--- config.mk ---
export PLATFORM = sky130hd
export DESIGN_NAME = lfsr16
export DESIGN_NICKNAME = d
export VERILOG_FILES = /design/src/rtl/stream_chk_pkg.sv /design/src/rtl/lfsr16.sv
export SDC_FILE = /design/constraint.sdc
export NUM_CORES = 1
export LEC_CHECK = 0
export ABC_AREA = 0
export ABC_CLOCK_PERIOD_IN_PS = 1650
export CAP_MARGIN = 0
export CELL_PAD_IN_SITES_DETAIL_PLACEMENT = 0
export CELL_PAD_IN_SITES_GLOBAL_PLACEMENT = 1
export CORE_MARGIN = 1.5
export CORE_UTILIZATION = 41
export DETAILED_ROUTE_END_ITERATION = 8
export DONT_BUFFER_PORTS = 1
export PLACE_DENSITY_LB_ADDON = 0.1
export SLEW_MARGIN = 0
export SYNTH_ARGS = -nofsm -noshare
export SYNTH_HDL_FRONTEND = slang
export SYNTH_SLANG_ARGS = --single-unit
--- constraint.sdc ---
create_clock -name clk -period 1.65 [get_ports clk]
set_clock_uncertainty 0.1 [all_clocks]
set_input_delay 0 -clock clk [delete_from_list [all_inputs] [get_ports clk]]
set_output_delay 0 -clock clk [all_outputs]
set_load 0.01 [all_outputs]
--- src/rtl/stream_chk_pkg.sv ---
// Shared types and constants for the stream checker: FSM state encoding,
// backpressure LFSR polynomial/seed and the ready-density decision.
package stream_chk_pkg;

    typedef enum logic [1:0] {
        ST_IDLE = 2'd0,
        ST_RUN  = 2'd1,
        ST_DONE = 2'd2
    } state_t;

    // x^16 + x^14 + x^13 + x^11 + 1, taps on bits 15, 13, 12, 10
    localparam logic [15:0] LFSR_TAPS         = 16'hB400;
    localparam logic [15:0] LFSR_DEFAULT_SEED = 16'h0001;
    localparam logic [7:0]  RDY_ALWAYS        = 8'hFF;

    function automatic logic [15:0] lfsr_step(input logic [15:0] q);
        return {q[14:0], ^(q & LFSR_TAPS)};
    endfunction

    // An all-zero seed would lock the LFSR, so it is replaced.
    function automatic logic [15:0] lfsr_seed_fix(input logic [15:0] s);
        return (s == 16'h0000) ? LFSR_DEFAULT_SEED : s;
    endfunction

    function automatic logic rdy_decide(input logic [15:0] lfsr, input logic [7:0] thr);
        return (thr == RDY_ALWAYS) || (lfsr[7:0] < thr);
    endfunction

endpackage

--- src/rtl/lfsr16.sv ---
// 16-bit Fibonacci LFSR with synchronous load and advance enable.
// Used to pseudo-randomly throttle the checker's ready signal.
module lfsr16
    import stream_chk_pkg::*;
(
    input  logic        clk,
    input  logic        rst_n,
    input  logic        load,
    input  logic [15:0] seed,
    input  logic        en,
    output logic [15:0] q
);

    logic [15:0] r_q;

    // NOTE: sequential state uses non-blocking assignments so every flop
    // samples the pre-edge values, independent of statement order.
    always_ff @(posedge clk) begin
        if (!rst_n) begin
            r_q <= LFSR_DEFAULT_SEED;
        end else if (load) begin
            r_q <= lfsr_seed_fix(seed);
        end else if (en) begin
            r_q <= lfsr_step(r_q);
        end
    end

    assign q = r_q;

endmodule

After elaboration in Yosys (flattened, before gate mapping). Cells that the tools add are included.

Input bits: 20. Register bits: 16. Word-level logic and storage cells: 7.

Multiplexer cells: 3. Reductions and logical operators: 3.

Operators with widths (count): two-way mux 16 bit (3); zero test 16 bit (1); XOR reduction 16 bit (1); nonzero test 2 bit (1).

Depth between registers and ports, before layout.
Depth after elaboration: 3. Mapped depth: 6.

Worst setup path after synthesis. OpenSTA, ideal clock, no wires.

Path kind: flip-flop to flip-flop. Start point: reg r_q[13], in the netlist q[13]. End point: reg r_q[0], in the netlist q[0]. Stages on the path, launching flop included: 5. Clock period less this slack: 1.320 ns. Slack: 0.330 ns. Data required time: 1.413 ns. Arrival: 1.083 ns. Library setup time: 0.137 ns. Cell sequence: dfxtp_1 > xor2_1 > xnor2_1 > a2111oi_1 > a31oi_1.

Longest elaborated chain between the ends: 3.

RTL lines: from (decl) (line lfsr16.sv:14) `logic [15:0] r_q;`; from (signal assigned) (line lfsr16.sv:22) `r_q <= lfsr_seed_fix(seed);`; from (signal assigned) (line lfsr16.sv:24) `r_q <= lfsr_step(r_q);`; XOR reduction 16 bit (line stream_chk_pkg.sv:17) `return {q[14:0], ^(q & LFSR_TAPS)};`; two-way mux 16 bit (line lfsr16.sv:23) `end else if (en) begin`; two-way mux 16 bit (line lfsr16.sv:21) `end else if (load) begin`.

No other way between the ends. The select of a mux whose other input is x is not followed. A chain may end at the register's enable or synchronous reset.

Worst setup path after layout. Same ends and word-level chain as after synthesis.

==> results.toml <==
[placed_design]
port-buffer-count = 0
dpl.hpwl_um = 1200
gp_congestion = 0.739

[flow_run]
maxCapViolCount = 0

[synthesis]
syn_inst = 94
synth_nets = 114
synth.avg_cell_area_um2 = 8.20
async_flop_share = 0
synth_area_leaders = "dfxtp_1 (42%), mux2i_1 (19%), nor2_1 (15%)"
yosysTopAreaCell = "dfxtp_1"
post-synth-top-area-fraction = 0.416
synth_common_cells = "nor2_1 (30), dfxtp_1 (16), a21oi_1 (15), mux2i_1 (15), clkbuf_1 (4)"
synth_flop_cell = "dfxtp_1"
synthMostInstantiatedCell = "nor2_1"
ys_ff_latch = 16
yosysWarnings = 0
synth_cell_types = 16
synth_edf_count = 0
seq_area_frac_synth = 0.416
netlist_area_um2 = 771

[critical_path]
worst_setup_path_start_kind = "flip-flop"
rr_worst_depth = 4
r2r_slack_ns = 0.21
cp.arrival_ns = 1.47
r2r-start = "q[13]"
worst-path-max-fanout = 4
r2r-end = "q[0]"
critPathRequiredTime_ns = 1.68
cp-end-kind = "flip-flop"
criticalPathCategory = "flip-flop to flip-flop"
crit_start = "q[13]"

[route]
drtIter0Drc = 14
vias = 705
drc_errors = 0
routed_wirelength_um = 1800
viasPerCell = 5.18
ant_nets = 0
wire_per_inst_um = 13.3
first_pass_iters = 4

[pwr]
p_leak_nw = 0.435
powerDensity_mw_per_mm2 = 839
ir_worst_vdd_mv = 0.477

[timing]
period_needed_ns = 1.44
finalMaxSlewViolations = 0
tightest_slew_ns = 1.05
hold_viol = 0
final-setup-viol-count = 0
relSlewSlack = 0.300
post-route-period-util = 0.871
whs_ns = 0.0174
tns_ns = 0
rsz0062_at_grt = "false"
fmax_mhz = 696

[layout]
drive_gt1_frac = 0.0360
synthToLayoutAreaGrowth_pct = 30.5
fillers = 180
layout.nets = 132
diodes = 0
largest_reg_flops = 16
multi_input_area_um2 = 419
seq_area_um2 = 320

[floorplanning]
core_mm2 = 0.00175
dieArea_mm2 = 0.00215
pin_count = 36
die_w_um = 46.4
die-height_um = 46.4
initial_utilization = 0.442
rows = 15

[global_routing]
grt_pass1_vias = 637
grt_max_degree = 33
grt_pass1_wl_um = 2900
grt_overflow_total = 0
antenna_found_initial = 0
grt.total_usage = 0.188

[clocking]
clock-root-buffer = "clkbuf_4"
clock_sinks = 16
htreeDepth = 1
path_clk_slew_ns = 0.10
post_cts_buffers = 0
clock_latency_ns = 0.29
clk_path_buf_depth = 2
cts_buffers = 3
tritoncts = "done"

[min_path]
worstHoldEndpoint = "q[15]"
hp-start = "rst_n"
min_path_cells = 2
hp-class = "input port to flip-flop"

[status]
status = "completed"
[critical path, stage by stage (launching register included)]
cell       delay [ns]
dfxtp_1          0.45
xor2_1           0.20
xnor2_1          0.09
a2111oi_1        0.37
a31oi_1          0.07
[kinds of logic (layout without fill, tap and decap cells)]
family,Yosys count,in the layout,share of synthesized area
mux,15,15,0.195
compound gates,18,18,0.130
xor+xnor,3,3,0.0341
flops,16,16,0.416
simple gates,35,35,0.185
buf+inv,7,24,0.0406
[cell usage in the layout (no fill, tap or decap)]
cell type / count
xnor2_1: 2
a31oi_1: 1
xor2_1: 1
nor3_1: 1
dfxtp_1: 16
nor4_1: 3
nor2b_1: 1
clkbuf_4: 3
clkbuf_8: 1
a41oi_1: 1
a21oi_1: 15
nor2_1: 30
dlymetal6s4s_1: 2
a2111oi_1: 1
dlygate4sd3_1: 17
mux2i_1: 15
inv_1: 1
[power breakdown]
| group | internal (mW) | total, mW | switching (mW) |
|---|---|---|---|
| Clock | 0.134 | 0.259 | 0.125 |
| Sequential | 0.410 | 0.445 | 0.0349 |
| Combinational | 0.0745 | 0.140 | 0.0654 |
[layout make-up]
class | count | share of cell area
Sequential cell | 16 | 0.318
Timing Repair Buffer | 19 | 0.194
Clock buffer | 4 | 0.0361
Tap cell | 25 | 0.0311
Inverter | 1 | 0.00373
Multi-Input combinational cell | 71 | 0.417
[worst max-delay path by stage]
stage          endpoint  slack, ns  depth (start not counted)
2_1_floorplan      q[0]       0.33                          4
3_3_place_gp       q[0]       0.27                          4
3_5_place_dp       q[0]       0.24                          4
4_1_cts            q[9]      0.005                          5
5_1_grt            q[0]       0.05                          4
6_report           q[0]       0.21                          4
[per-layer routing]
metal  vias up  wire, um  track usage
met5         -         0            0
met4         0        23       0.0686
met3         4       109       0.0549
met2        18       810        0.272
met1       323       860        0.261
li1        360         -            -
[per-stage QoR]
stage	utilization	setup slack, ns	cell area (um^2)	std cells	total power, mW
finish	0.576	0.213	1010	136	0.844
global route	0.576	0.0517	1010	136	0.888
CTS	0.573	0.00486	1000	136	0.853
floorplan	-	0.330	771	94	0.535
global placement	0.444	0.272	774	113	0.530
detailed placement	0.444	0.243	774	113	0.532
[repair_timing]
item	4_1_cts	5_1_grt
endpoints found under the setup margin	0	16
endpoints found under the hold margin	16	0
gates resized for setup	0	2
hold buffers	19	0
No activity file was read; power rests on OpenSTA's default activity.
